[src/rtl/mult_control.sv]
// mult_control: sequencing FSM for an 8-bit shift-add/subtract (Booth-style
// sign-corrected) multiplier. It drives the datapath strobes for the X:A
// accumulator and the B register and tracks the iteration index. The datapath
// itself lives elsewhere; this block only decides what happens each cycle.
module mult_control (
  input  logic       clk,
  input  logic       reset,
  input  logic       run_i,
  input  logic       load_clr_i,
  input  logic       m_i,
  output logic       clr_xa_o,
  output logic       ld_b_o,
  output logic       ld_xa_o,
  output logic       sub_o,
  output logic       shift_o,
  output logic       busy_o,
  output logic       done_o,
  output logic [2:0] cnt_o
);

  // State encoding kept as plain constants so the block drops into legacy
  // flows that do not understand enums.
  localparam logic [2:0] IDLE  = 3'd0;
  localparam logic [2:0] CLR   = 3'd1;
  localparam logic [2:0] ADD   = 3'd2;
  localparam logic [2:0] SHIFT = 3'd3;
  localparam logic [2:0] HOLD  = 3'd4;

  localparam logic [2:0] LAST_ITER = 3'd7;

  logic [2:0] state;
  logic [2:0] state_next;
  logic [2:0] cnt;
  logic [2:0] cnt_next;
  logic       last_iter;

  assign last_iter = (cnt == LAST_ITER);

  // State and iteration counter registers; reset wins over every input.
  // NOTE: sequential state uses non-blocking (<=) so all registers update
  // together from pre-edge values; blocking here would create order races.
  always_ff @(posedge clk) begin
    if (reset) begin
      state <= IDLE;
      cnt   <= 3'd0;
    end else begin
      state <= state_next;
      cnt   <= cnt_next;
    end
  end

  // Next-state and counter update. In the run states the request inputs are
  // deliberately ignored; run_i only matters for starting and leaving HOLD.
  // NOTE: every variable gets a default before the case so no path leaves a
  // value unassigned, which would otherwise infer a latch.
  always_comb begin
    state_next = state;
    cnt_next   = cnt;
    case (state)
      IDLE: begin
        // Load/clear has priority: asking for both never starts a run.
        if (load_clr_i) begin
          state_next = IDLE;
        end else if (run_i) begin
          state_next = CLR;
        end
      end
      CLR: begin
        cnt_next   = 3'd0;
        state_next = ADD;
      end
      ADD: begin
        state_next = SHIFT;
      end
      SHIFT: begin
        if (last_iter) begin
          cnt_next   = 3'd0;
          state_next = HOLD;
        end else begin
          cnt_next   = cnt + 3'd1;
          state_next = ADD;
        end
      end
      HOLD: begin
        // Staying here while run_i is held means one run per run_i pulse.
        if (!run_i) begin
          state_next = IDLE;
        end
      end
      default: begin
        state_next = IDLE;
        cnt_next   = 3'd0;
      end
    endcase
  end

  // Output decode. Strobes are mutually exclusive by construction apart from
  // the load/clear pair in IDLE, which the datapath expects together.
  always_comb begin
    clr_xa_o = 1'b0;
    ld_b_o   = 1'b0;
    ld_xa_o  = 1'b0;
    sub_o    = 1'b0;
    shift_o  = 1'b0;
    busy_o   = 1'b0;
    done_o   = 1'b0;
    case (state)
      IDLE: begin
        clr_xa_o = load_clr_i;
        ld_b_o   = load_clr_i;
      end
      CLR: begin
        clr_xa_o = 1'b1;
        busy_o   = 1'b1;
      end
      ADD: begin
        // Only accumulate when the current multiplier bit is set; the last
        // (sign) bit is weighted negatively, hence the subtract.
        ld_xa_o = m_i;
        sub_o   = last_iter;
        busy_o  = 1'b1;
      end
      SHIFT: begin
        shift_o = 1'b1;
        busy_o  = 1'b1;
      end
      HOLD: begin
        done_o = 1'b1;
      end
      default: begin
        clr_xa_o = 1'b0;
      end
    endcase
  end

  assign cnt_o = cnt;

endmodule

[config.mk]
export PLATFORM = sky130hd
export DESIGN_NAME = mult_control
export DESIGN_NICKNAME = d
export VERILOG_FILES = /design/src/rtl/mult_control.sv
export SDC_FILE = /design/constraint.sdc
export NUM_CORES = 1
export LEC_CHECK = 0
export CAP_MARGIN = 10
export CORE_AREA = 4 4 41 43
export DETAILED_ROUTE_END_ITERATION = 6
export DIE_AREA = 0 0 45 47
export PLACE_DENSITY = 0.64
export SLEW_MARGIN = 25
export SYNTH_ARGS = -nofsm -noshare
export SYNTH_HDL_FRONTEND = slang
export SYNTH_SLANG_ARGS = --single-unit
export TNS_END_PERCENT = 50
[constraint.sdc]
create_clock -name clk -period 1.7 [get_ports clk]
set_clock_uncertainty 0.05 [all_clocks]
set_input_delay 0.34 -clock clk [delete_from_list [all_inputs] [get_ports clk]]
set_output_delay 0.34 -clock clk [all_outputs]
set_load 0.05 [all_outputs]
==> load_flow_metrics.sql, run 1 <==
INSERT INTO impl_metrics (metric_group, metric, value, unit) VALUES
('power', 'power_per_cell_area', '651', 'nW/um^2'),
('yosys', 'yosys_warnings', '0', ''),
('grt', 'first_pass_grt_wire_length', '1490', 'um'),
('cts', 'clock_insertion_delay_worst_skew', '250', 'ps'),
('die', 'top_level_ports', '15', ''),
('die', 'floorplan.die_area', '2120', 'um^2'),
('placed_design', 'post-dp-hpwl', '621', 'um'),
('cts', 'cts.htree.levels', '1', ''),
('timing', 'layout_setup_ws', '51.1', 'ps'),
('yosys', 'synthesis.instances', '41', ''),
('cts', 'cts.root.buffer_cell', 'sky130_fd_sc_hd__clkbuf_4', ''),
('yosys', 'synth-edff-count', '0', ''),
('run_status', 'outcome', 'complete, no violations', ''),
('critical_path', 'crit_path_top_delay_cell', 'sky130_fd_sc_hd__dfxtp_2', ''),
('route', 'drtAntennaViolNets', '0', ''),
('grt', 'gr-usage-all-layers', '10.2', '%'),
('cts', 'cts_buffer_depth', '2', ''),
('timing', 'maxSlewViolCount', '0', ''),
('power', 'sw_frac_of_total', '31.5', '%'),
('timing', 'hold_violations', '0', ''),
('yosys', 'post_synth_adder_cell_area', '6.67', '%'),
('power', 'comb_power_share', '29.5', '%'),
('placed_design', 'place.port_buffers', '14', ''),
('route', 'drt_drc_violations_left', '0', ''),
('yosys', 'synth_top_area_share', '32.0', '%'),
('layout', 'final_layout_size_suffix_gt1_share', '46.4', '%'),
('critical_path', 'critPathMaxFanout', '5', ''),
('yosys', 'post_synth.cell_area_avg', '9.16', 'um^2'),
('yosys', 'yosys_most_used_dff', 'sky130_fd_sc_hd__dfxtp_1', ''),
('timing', 'fin_hold_ws', '448', 'ps'),
('hold_path', 'hold_path_class', 'reg -> reg', ''),
('cts', 'cts_made_buffers', '3', ''),
('yosys', 'synth_simple_gate_area_share', '34.0', '%'),
('die', 'initial_utilization', '28.8', '%'),
('timing', 'slew_headroom', '82.1', '%'),
('yosys', 'synth.mux.area_fraction', '0', '%'),
('critical_path', 'worstSetupPathType', 'reg -> out', ''),
('die', 'coreArea', '1300', 'um^2'),
('critical_path', 'required', '1310', 'ps'),
('yosys', 'synth_xor_area_share', '0', '%'),
('placed_design', 'gp_routability_congestion', '0.678', ''),
('yosys', 'yosysMostFrequentCell', 'sky130_fd_sc_hd__dfxtp_1', ''),
('placed_design', 'dpl_worst_slack', '-35.9', 'ps'),
('cts', 'cts.sink_count', '6', ''),
('power', 'p_int', '0.000290', 'W'),
('yosys', 'synth_async_sr_flop_share', '0', '%'),
('critical_path', 'cp_cell_sequence', 'ha_2 -> ha_4 -> and3_4 -> buf_12', ''),
('cts', 'post_cts.repair.setup_buffers', '0', ''),
('yosys', 'ys_top_cells_by_area', 'sky130_fd_sc_hd__dfxtp_1 32%, sky130_fd_sc_hd__o32ai_1 7.0%, sky130_fd_sc_hd__ha_1 6.7%', ''),
('timing', 'tightest_slew', '268', 'ps'),
('power', 'clock_power_share', '32.7', '%'),
('die', 'placementRows', '13', ''),
('timing', 'finalSetupViolations', '0', ''),
('yosys', 'syn-cell-area', '375', 'um^2'),
('layout', 'finish.cell_count_without_fillers', '71', ''),
('grt', 'antenna_found_initial', '0', ''),
('die', 'die_height', '47', 'um'),
('yosys', 'post_synth_num_cell_types', '21', ''),
('yosys', 'synth_top_cell_by_area', 'sky130_fd_sc_hd__dfxtp_1', ''),
('yosys', 'postSynthNetCount', '48', ''),
('flow_run', 'max_cap_viol_count', '0', ''),
('grt', 'pin_count_of_the_biggest_net_entering_global_routing', '11', ''),
('power', 'pwr-share-seq', '37.8', '%'),
('critical_path', 'crit_arrival', '1260', 'ps'),
('power', 'peak_ir_drop_on_the_vdd_network', '365', 'uV'),
('layout', 'syn_to_final_growth', '73.3', '%'),
('timing', 'finalCriticalPeriod', '1650', 'ps'),
('route', 'vias_per_cell', '5.00', ''),
('yosys', 'synth_top_family_by_area', 'simple AND/OR/NAND/NOR gates', ''),
('placed_design', 'place_inst', '68', ''),
('grt', 'vias_in_the_first_global_route', '357', '');
## final cells by class
type | instances | area, um^2 | share of cell area [%]
Inverter | 4 | 15.0 | 2.31
Sequential cell | 6 | 129 | 19.8
Timing Repair Buffer | 16 | 216 | 33.3
Tap cell | 15 | 18.8 | 2.88
Clock buffer | 3 | 22.5 | 3.46
Multi-Input combinational cell | 27 | 249 | 38.3
## path summary, 6_finish.rpt
check,slack [ps],endpoint,from,cells past startpoint
worst max-delay path,50,sub_o,cnt_o[0],4
worst max register to register,360,cnt_o[1],cnt_o[0],4
worst min-delay path,450,cnt_o[0],cnt_o[0],2
worst min register to register,450,cnt_o[0],cnt_o[0],2
## power groups by stage
| stage | clock network [W] | registers (W) | logic [W] |
|---|---|---|---|
| global route | 0.000151 | 0.000162 | 0.000131 |
| global placement | 0 | 0.000160 | 0.000123 |
| finish | 0.000138 | 0.000160 | 0.000125 |
| detailed placement | 0 | 0.000160 | 0.000124 |
| CTS | 0.000142 | 0.000159 | 0.000126 |
| floorplan | 0 | 0.000151 | 0.0000750 |
## critical path, delay by kind of cell (launching register included)
family	cells	cell delay [ps]
and+or+nand+nor	1	190
adders and majority gates	2	340
buffers and inverters	1	130
DFF	1	350
## kinds of logic (layout without fill, tap and decap cells)
logic type                 Yosys count  count (layout)
buffers and inverters                8              23
DFF                                  6               6
AOI/OAI and AO/OA                    6               6
adders and majority gates            2               2
and+or+nand+nor                     19              19
## state kept, by name, summed over array words and instances (netlist names)
| signal | count |
|---|---|
| cnt_o | 3 |
| state | 3 |
## stage by stage
step,utilization [%],power (W),setup TNS [ps],instance area (um^2)
after floorplan,-,0.000226,-530,387
after global placement,45.0,0.000283,0,586
after detailed placement,45.0,0.000284,-47.1,586
after CTS,48.8,0.000427,0,636
after global routing,50.0,0.000444,-5.32,651
final,50.0,0.000423,0,651
## metal layers
layer	share of wire [%]	vias up	track usage, %
li1	-	181	-
met1	45	161	12.2
met2	48	13	14.4
met3	6.6	0	4.98
met4	0	0	7.02
met5	0	-	0
## cells in the final DEF (no fill, tap or decap), types with 2 or more instances in the layout
cell / count
sky130_fd_sc_hd__buf_12: 7
sky130_fd_sc_hd__nand2b_1: 2
sky130_fd_sc_hd__clkdlybuf4s50_1: 3
sky130_fd_sc_hd__inv_1: 4
sky130_fd_sc_hd__nor3_1: 2
sky130_fd_sc_hd__clkbuf_4: 3
sky130_fd_sc_hd__dfxtp_2: 4
sky130_fd_sc_hd__and3_1: 2
sky130_fd_sc_hd__nor2_1: 4
sky130_fd_sc_hd__o32ai_1: 3
sky130_fd_sc_hd__buf_4: 5
No activity file was read; power rests on OpenSTA's default activity.
==> inputs of run 2 (changes only) <==
SETUP_SLACK_MARGIN = 0.4   (was not set)
==> run 2 against run 1 <==
  * Clock power is 4% higher
  * Via count increased by 14%
  * Total power is 4.4% higher
  * Critical path depth unchanged
  * First-iteration DRC count stayed put
  * Worst setup slack improved by 59 ps
  * Largest cell class is now non-clock buffers
  * Sequential share of layout area fell by 2.1 points
  * Non-clock buffer count grew 12
  * Die area stayed put
==> load_flow_metrics.sql, run 2 (synthesis gave the netlist of run 1 again) <==
INSERT INTO impl_metrics (metric_group, metric, value, unit) VALUES
('timing', 'fin_hold_ws', '461', 'ps'),
('route', 'drt_drc_violations_left', '0', ''),
('layout', 'num-nets-final', '77', ''),
('die', 'placementRows', '13', ''),
('die', 'coreArea', '1300', 'um^2'),
('cts', 'cts_made_buffers', '3', ''),
('power', 'comb_power_share', '32.8', '%'),
('layout', 'n_antenna_cell', '0', ''),
('critical_path', 'cp_cell_sequence', 'ha_4 -> ha_4 -> and3_4 -> buf_12', ''),
('route', 'drtAntennaViolNets', '0', ''),
('critical_path', 'critPathMaxFanout', '2', ''),
('route', 'drt_first_iter_violations', '4', ''),
('hold_path', 'hold_path_class', 'reg -> reg', ''),
('timing', 'post_route_setup_tns', '0', 'ps'),
('placed_design', 'post-dp-hpwl', '670', 'um'),
('layout', 'finish.cell_count_without_fillers', '84', ''),
('route', 'wire_per_inst', '13.3', 'um'),
('grt', 'antenna_found_initial', '0', ''),
('layout', 'syn_to_final_growth', '111', '%'),
('cts', 'worst_setup_hold_path_clk_slew', '50', 'ps'),
('die', 'die_w', '45', 'um'),
('layout', 'multi_input_comb_area', '280', 'um^2'),
('power', 'leakage', '0.371', 'nW'),
('timing', 'slew_headroom', '81.7', '%'),
('power', 'p_int', '0.000305', 'W'),
('timing', 'timing.final.crit_share', '93.5', '%'),
('power', 'power_per_cell_area', '557', 'nW/um^2'),
('die', 'floorplan.die_area', '2120', 'um^2'),
('grt', 'pin_count_of_the_biggest_net_entering_global_routing', '11', ''),
('power', 'pwr-share-seq', '34.8', '%'),
('critical_path', 'cp_most_frequent_cell', 'sky130_fd_sc_hd__ha_4', ''),
('route', 'drt-total-wl', '1120', 'um'),
('timing', 'timing.fmax', '629', 'MHz'),
('run_status', 'outcome', 'complete, no violations', ''),
('layout', 'final_cell_area', '793', 'um^2'),
('cts', 'tritoncts', 'built', ''),
('layout', 'final_layout_size_suffix_gt1_share', '63.8', '%'),
('grt', 'first_pass_grt_wire_length', '1680', 'um'),
('timing', 'maxSlewViolCount', '0', ''),
('placed_design', 'place.port_buffers', '14', ''),
('timing', 'layout_setup_ws', '111', 'ps'),
('layout', 'mostFrequentLayoutCell', 'sky130_fd_sc_hd__buf_4', ''),
('critical_path', 'required', '1310', 'ps'),
('route', 'drt-pass1-iter-count', '3', ''),
('critical_path', 'worst_setup_path_start_kind', 'flip-flop', ''),
('cts', 'clock_insertion_delay_worst_skew', '240', 'ps'),
('cts', 'cts.htree.levels', '1', ''),
('power', 'p_sw', '0.000137', 'W'),
('grt', 'global_route.overflow_total', '0', ''),
('grt', 'gr-usage-all-layers', '11.0', '%'),
('route', 'routed-via-count', '404', ''),
('critical_path', 'crit_path_max_cell_delay', '350', 'ps'),
('power', 'peak_ir_drop_on_the_vdd_network', '352', 'uV'),
('timing', 'hold_violations', '0', ''),
('timing', 'rsz0062_at_grt', 'yes', ''),
('critical_path', 'worstSetupEndpointType', 'output port', ''),
('cts', 'cts.hold.buffers_added', '0', ''),
('timing', 'finalCriticalPeriod', '1590', 'ps'),
('layout', 'most-common-layout-cells', '16 x sky130_fd_sc_hd__buf_4, 7 x sky130_fd_sc_hd__buf_12, 5 x sky130_fd_sc_hd__dfxtp_4', ''),
('power', 'sw_frac_of_total', '31.1', '%'),
('flow_run', 'max_cap_viol_count', '0', ''),
('grt', 'vias_in_the_first_global_route', '358', ''),
('layout', 'register_area', '140', 'um^2'),
('critical_path', 'worstSetupPathType', 'reg -> out', ''),
('timing', 'tightest_slew', '274', 'ps'),
('placed_design', 'dpl_worst_slack', '24.7', 'ps'),
('die', 'die_height', '47', 'um'),
('critical_path', 'crit_arrival', '1200', 'ps'),
('cts', 'cts.sink_count', '6', ''),
('route', 'vias_per_cell', '4.81', ''),
('layout', 'fillCellCount', '125', ''),
('timing', 'finalSetupViolations', '0', ''),
('critical_path', 'crit_path_top_delay_cell', 'sky130_fd_sc_hd__dfxtp_4', ''),
('placed_design', 'placed_cell_area', '647', 'um^2'),
('power', 'clock_power_share', '32.5', '%'),
('cts', 'cts_buffer_depth', '2', ''),
('placed_design', 'place_inst', '67', ''),
('placed_design', 'gp_routability_congestion', '0.638', ''),
('cts', 'cts.root.buffer_cell', 'sky130_fd_sc_hd__clkbuf_4', ''),
('die', 'initial_utilization', '28.8', '%'),
('die', 'top_level_ports', '15', '');
## run 2: stage by stage
step / power (W) / utilization (%)
2_1_floorplan: 0.000236 / -
3_3_place_gp: 0.000286 / 49.7
3_5_place_dp: 0.000288 / 49.7
4_1_cts: 0.000431 / 54.5
5_1_grt: 0.000465 / 61.0
6_report: 0.000442 / 61.0
## run 2: area by class of cell
class                      count  area share [%]
clock buffer                   4            3.31
multi-input combinational     27            35.3
timing repair buffer          28            39.4
tap                           15            2.37
sequential                     6            17.7
inverter                       4            1.89
## run 2: power groups by stage
stage,combinational [W],clock [W],sequential (W)
floorplan,0.0000862,0,0.000149
global placement,0.000126,0,0.000161
detailed placement,0.000127,0,0.000161
CTS,0.000129,0.000145,0.000157
global route,0.000152,0.000158,0.000155
finish,0.000145,0.000144,0.000154
## run 2: path summary, 6_finish.rpt
path | startpoint | cells after the start | slack (ps) | endpoint
worst max-delay path | cnt_o[1] | 4 | 110 | sub_o
worst min-delay path | cnt_o[2] | 2 | 460 | cnt_o[2]
worst max register to register | cnt_o[1] | 5 | 280 | cnt_o[1]
worst min register to register | cnt_o[2] | 2 | 460 | cnt_o[2]
## run 2: worst max-delay path: cells and delay by family, from the launching register on
kind	cells	cell delay, ps
fa+ha+maj	2	310
buf+inv	1	140
flops	1	350
simple gates	1	150
## run 2: repair_timing
item | in CTS | in global routing
hold endpoints to repair | 0 | 0
setup buffers | 3 | 10
pin swaps | 1 | 2
resized for setup | 7 | 5
setup endpoints to repair | 8 | 12
## run 2: per-layer routing
metal	track usage, %	up-vias	share of wire (%)
li1	-	204	-
met1	14.6	186	43
met4	3.51	0	0
met5	0	-	0
met3	4.21	0	6.2
met2	16.4	14	51
==> inputs of run 3 (changes only) <==
==> constraint.sdc (replaced) <==
create_clock -name clk -period 1.7 [get_ports clk]
set_clock_uncertainty 0.05 [all_clocks]
set_input_delay 0.17 -clock clk [delete_from_list [all_inputs] [get_ports clk]]
set_output_delay 0.17 -clock clk [all_outputs]
set_load 0.05 [all_outputs]
==> run 3 against run 2 <==
  * Critical path depth unchanged
  * Total power increased by 1.2%
  * Global-route usage increased by 1.9 points
  * Sequential share of layout area grew 0.55 points
  * Design area is 3.0% lower
  * Fmax is 9.6% higher
  * Critical endpoint unchanged
  * Largest cell class is now multi-input gates
  * Highest routed layer is now met4
==> load_flow_metrics.sql, run 3 (synthesis gave the netlist of run 1 again) <==
INSERT INTO impl_metrics (metric_group, metric, value, unit) VALUES
('power', 'p_sw', '0.000140', 'W'),
('hold_path', 'hold_path_class', 'in -> reg', ''),
('die', 'initial_utilization', '28.8', '%'),
('timing', 'maxSlewViolCount', '0', ''),
('flow_run', 'max_cap_viol_count', '0', ''),
('route', 'dr_wl_met2', '583', 'um'),
('critical_path', 'worstSetupEndpointType', 'output port', ''),
('grt', 'vias_in_the_first_global_route', '385', ''),
('layout', 'most-common-layout-cells', '9 x sky130_fd_sc_hd__buf_4, 7 x sky130_fd_sc_hd__buf_12, 5 x sky130_fd_sc_hd__dfxtp_4', ''),
('timing', 'post_route_setup_tns', '0', 'ps'),
('cts', 'cts_made_buffers', '3', ''),
('layout', 'finish.cell_count_without_fillers', '77', ''),
('timing', 'slew_headroom', '74.5', '%'),
('critical_path', 'required', '1480', 'ps'),
('critical_path', 'crit_arrival', '1230', 'ps'),
('power', 'peak_ir_drop_on_the_vdd_network', '236', 'uV'),
('critical_path', 'crit_path_top_delay_cell', 'sky130_fd_sc_hd__dfxtp_4', ''),
('grt', 'global_route.overflow_total', '0', ''),
('timing', 'hold_violations', '0', ''),
('cts', 'cts.sink_count', '6', ''),
('power', 'p_int', '0.000307', 'W'),
('grt', 'pin_count_of_the_biggest_net_entering_global_routing', '11', ''),
('critical_path', 'worstSetupPathType', 'reg -> out', ''),
('route', 'wl_met3', '58', 'um'),
('timing', 'tightest_slew', '381', 'ps'),
('power', 'comb_power_share', '34.1', '%'),
('layout', 'syn_to_final_growth', '105', '%'),
('route', 'vias_per_cell', '5.00', ''),
('placed_design', 'gp_routability_congestion', '0.700', ''),
('placed_design', 'place_inst', '66', ''),
('layout', 'final_layout_size_suffix_gt1_share', '64.5', '%'),
('timing', 'finalCriticalPeriod', '1450', 'ps'),
('cts', 'cts.htree.levels', '1', ''),
('cts', 'tritoncts', 'built', ''),
('route', 'wire_per_inst', '14.9', 'um'),
('cts', 'worst_setup_hold_path_clk_slew', '50', 'ps'),
('cts', 'cts_buffer_depth', '2', ''),
('placed_design', 'post-dp-hpwl', '659', 'um'),
('power', 'clock_power_share', '31.6', '%'),
('cts', 'clock_insertion_delay_worst_skew', '250', 'ps'),
('layout', 'num-nets-final', '70', ''),
('route', 'routed-via-count', '385', ''),
('die', 'coreArea', '1300', 'um^2'),
('timing', 'finalSetupViolations', '0', ''),
('power', 'leakage', '0.337', 'nW'),
('layout', 'mostFrequentLayoutCell', 'sky130_fd_sc_hd__buf_4', ''),
('power', 'pwr-share-seq', '34.3', '%'),
('die', 'die_w', '45', 'um'),
('cts', 'cts.hold.buffers_added', '0', ''),
('route', 'drt-total-wl', '1140', 'um'),
('route', 'drt-pass1-iter-count', '2', ''),
('power', 'power_per_cell_area', '581', 'nW/um^2'),
('critical_path', 'critPathMaxFanout', '3', ''),
('power', 'sw_frac_of_total', '31.4', '%'),
('route', 'drtAntennaViolNets', '0', ''),
('cts', 'cts.root.buffer_cell', 'sky130_fd_sc_hd__clkbuf_4', ''),
('layout', 'n_antenna_cell', '0', ''),
('die', 'top_level_ports', '15', ''),
('timing', 'timing.final.crit_share', '85.3', '%'),
('timing', 'rsz0062_at_grt', 'yes', ''),
('critical_path', 'crit_path_max_cell_delay', '350', 'ps'),
('placed_design', 'place.port_buffers', '14', ''),
('die', 'floorplan.die_area', '2120', 'um^2'),
('grt', 'first_pass_grt_wire_length', '1800', 'um'),
('route', 'met1_length', '483', 'um'),
('die', 'placementRows', '13', ''),
('grt', 'antenna_found_initial', '0', ''),
('critical_path', 'cp_cell_sequence', 'ha_4 -> ha_4 -> and3_4 -> buf_12', ''),
('run_status', 'outcome', 'complete, no violations', ''),
('timing', 'timing.fmax', '690', 'MHz'),
('grt', 'gr-usage-all-layers', '12.9', '%'),
('layout', 'final_cell_utilization_of_the_core', '59.1', '%'),
('die', 'die_height', '47', 'um'),
('critical_path', 'cp_most_frequent_cell', 'sky130_fd_sc_hd__ha_4', ''),
('critical_path', 'worst_setup_path_start_kind', 'flip-flop', ''),
('route', 'dr.max_layer_used', 'met4', ''),
('route', 'drt_first_iter_violations', '1', ''),
('route', 'drt_drc_violations_left', '0', '');
[run 3: cell types whose count changed in the layout (fill, tap and decap cells not counted)]
cell                              before  now
sky130_fd_sc_hd__nor4_1                1    0
sky130_fd_sc_hd__o32ai_2               0    2
sky130_fd_sc_hd__nor2_4                0    1
sky130_fd_sc_hd__inv_1                 3    4
sky130_fd_sc_hd__or3_4                 0    1
sky130_fd_sc_hd__nor4_2                0    1
sky130_fd_sc_hd__nor2_2                2    1
sky130_fd_sc_hd__inv_2                 1    0
sky130_fd_sc_hd__dlymetal6s2s_1        1    0
sky130_fd_sc_hd__o32ai_1               3    1
sky130_fd_sc_hd__buf_4                16    9
sky130_fd_sc_hd__clkdlybuf4s50_1       2    3
sky130_fd_sc_hd__or3_1                 1    0
[run 3: critical path, delay by kind of cell, from the launching register on]
kind	cells	cell delay, ps
DFF	1	350
adders and majority gates	2	320
and+or+nand+nor	1	170
buffers and inverters	1	140
[run 3: per-layer routing]
metal,vias up,global-route usage (%)
met5,-,0
met4,0,12.3
met3,2,1.92
met2,13,20.6
met1,180,14.6
li1,190,-
[run 3: area by class of cell]
type                    instances  area (um^2)
well taps                      15         18.8
fillers                       115          532
flip-flops and latches          6          140
clock buffers                   4         26.3
repair buffers                 21          258
multi-input cells              27          312
inverters                       4         15.0
[run 3: final timing paths]
| check | startpoint | end | slack, ps | cells after the start |
|---|---|---|---|---|
| hold / removal | load_clr_i | state[0] | 420 | 3 |
| hold reg to reg | cnt_o[2] | cnt_o[2] | 460 | 2 |
| setup / recovery | cnt_o[1] | sub_o | 250 | 4 |
| setup reg to reg | cnt_o[1] | cnt_o[0] | 300 | 5 |
[run 3: repair_timing]
action	4_1_cts	5_1_grt
gates cloned	0	0
endpoints found under the setup margin	10	10
buffers inserted	4	3
gates resized for setup	16	5
pin swaps	3	6
[run 3: stage by stage]
step / power (W) / hold WS [ps] / instance area, um^2 / setup WS [ps]
global placement: 0.000285 / 423 / 611 / 311
floorplan: 0.000233 / 308 / 427 / 280
CTS: 0.000443 / 418 / 717 / 245
detailed placement: 0.000286 / 437 / 611 / 287
global route: 0.000470 / 421 / 769 / 219
finish: 0.000447 / 421 / 769 / 250
[run 3: power groups by stage]
stage	clock (W)	sequential, W	combinational, W
floorplan	0	0.000149	0.0000840
detailed placement	0	0.000162	0.000124
CTS	0.000150	0.000154	0.000139
finish	0.000142	0.000153	0.000152
global placement	0	0.000161	0.000124
global route	0.000156	0.000154	0.000160
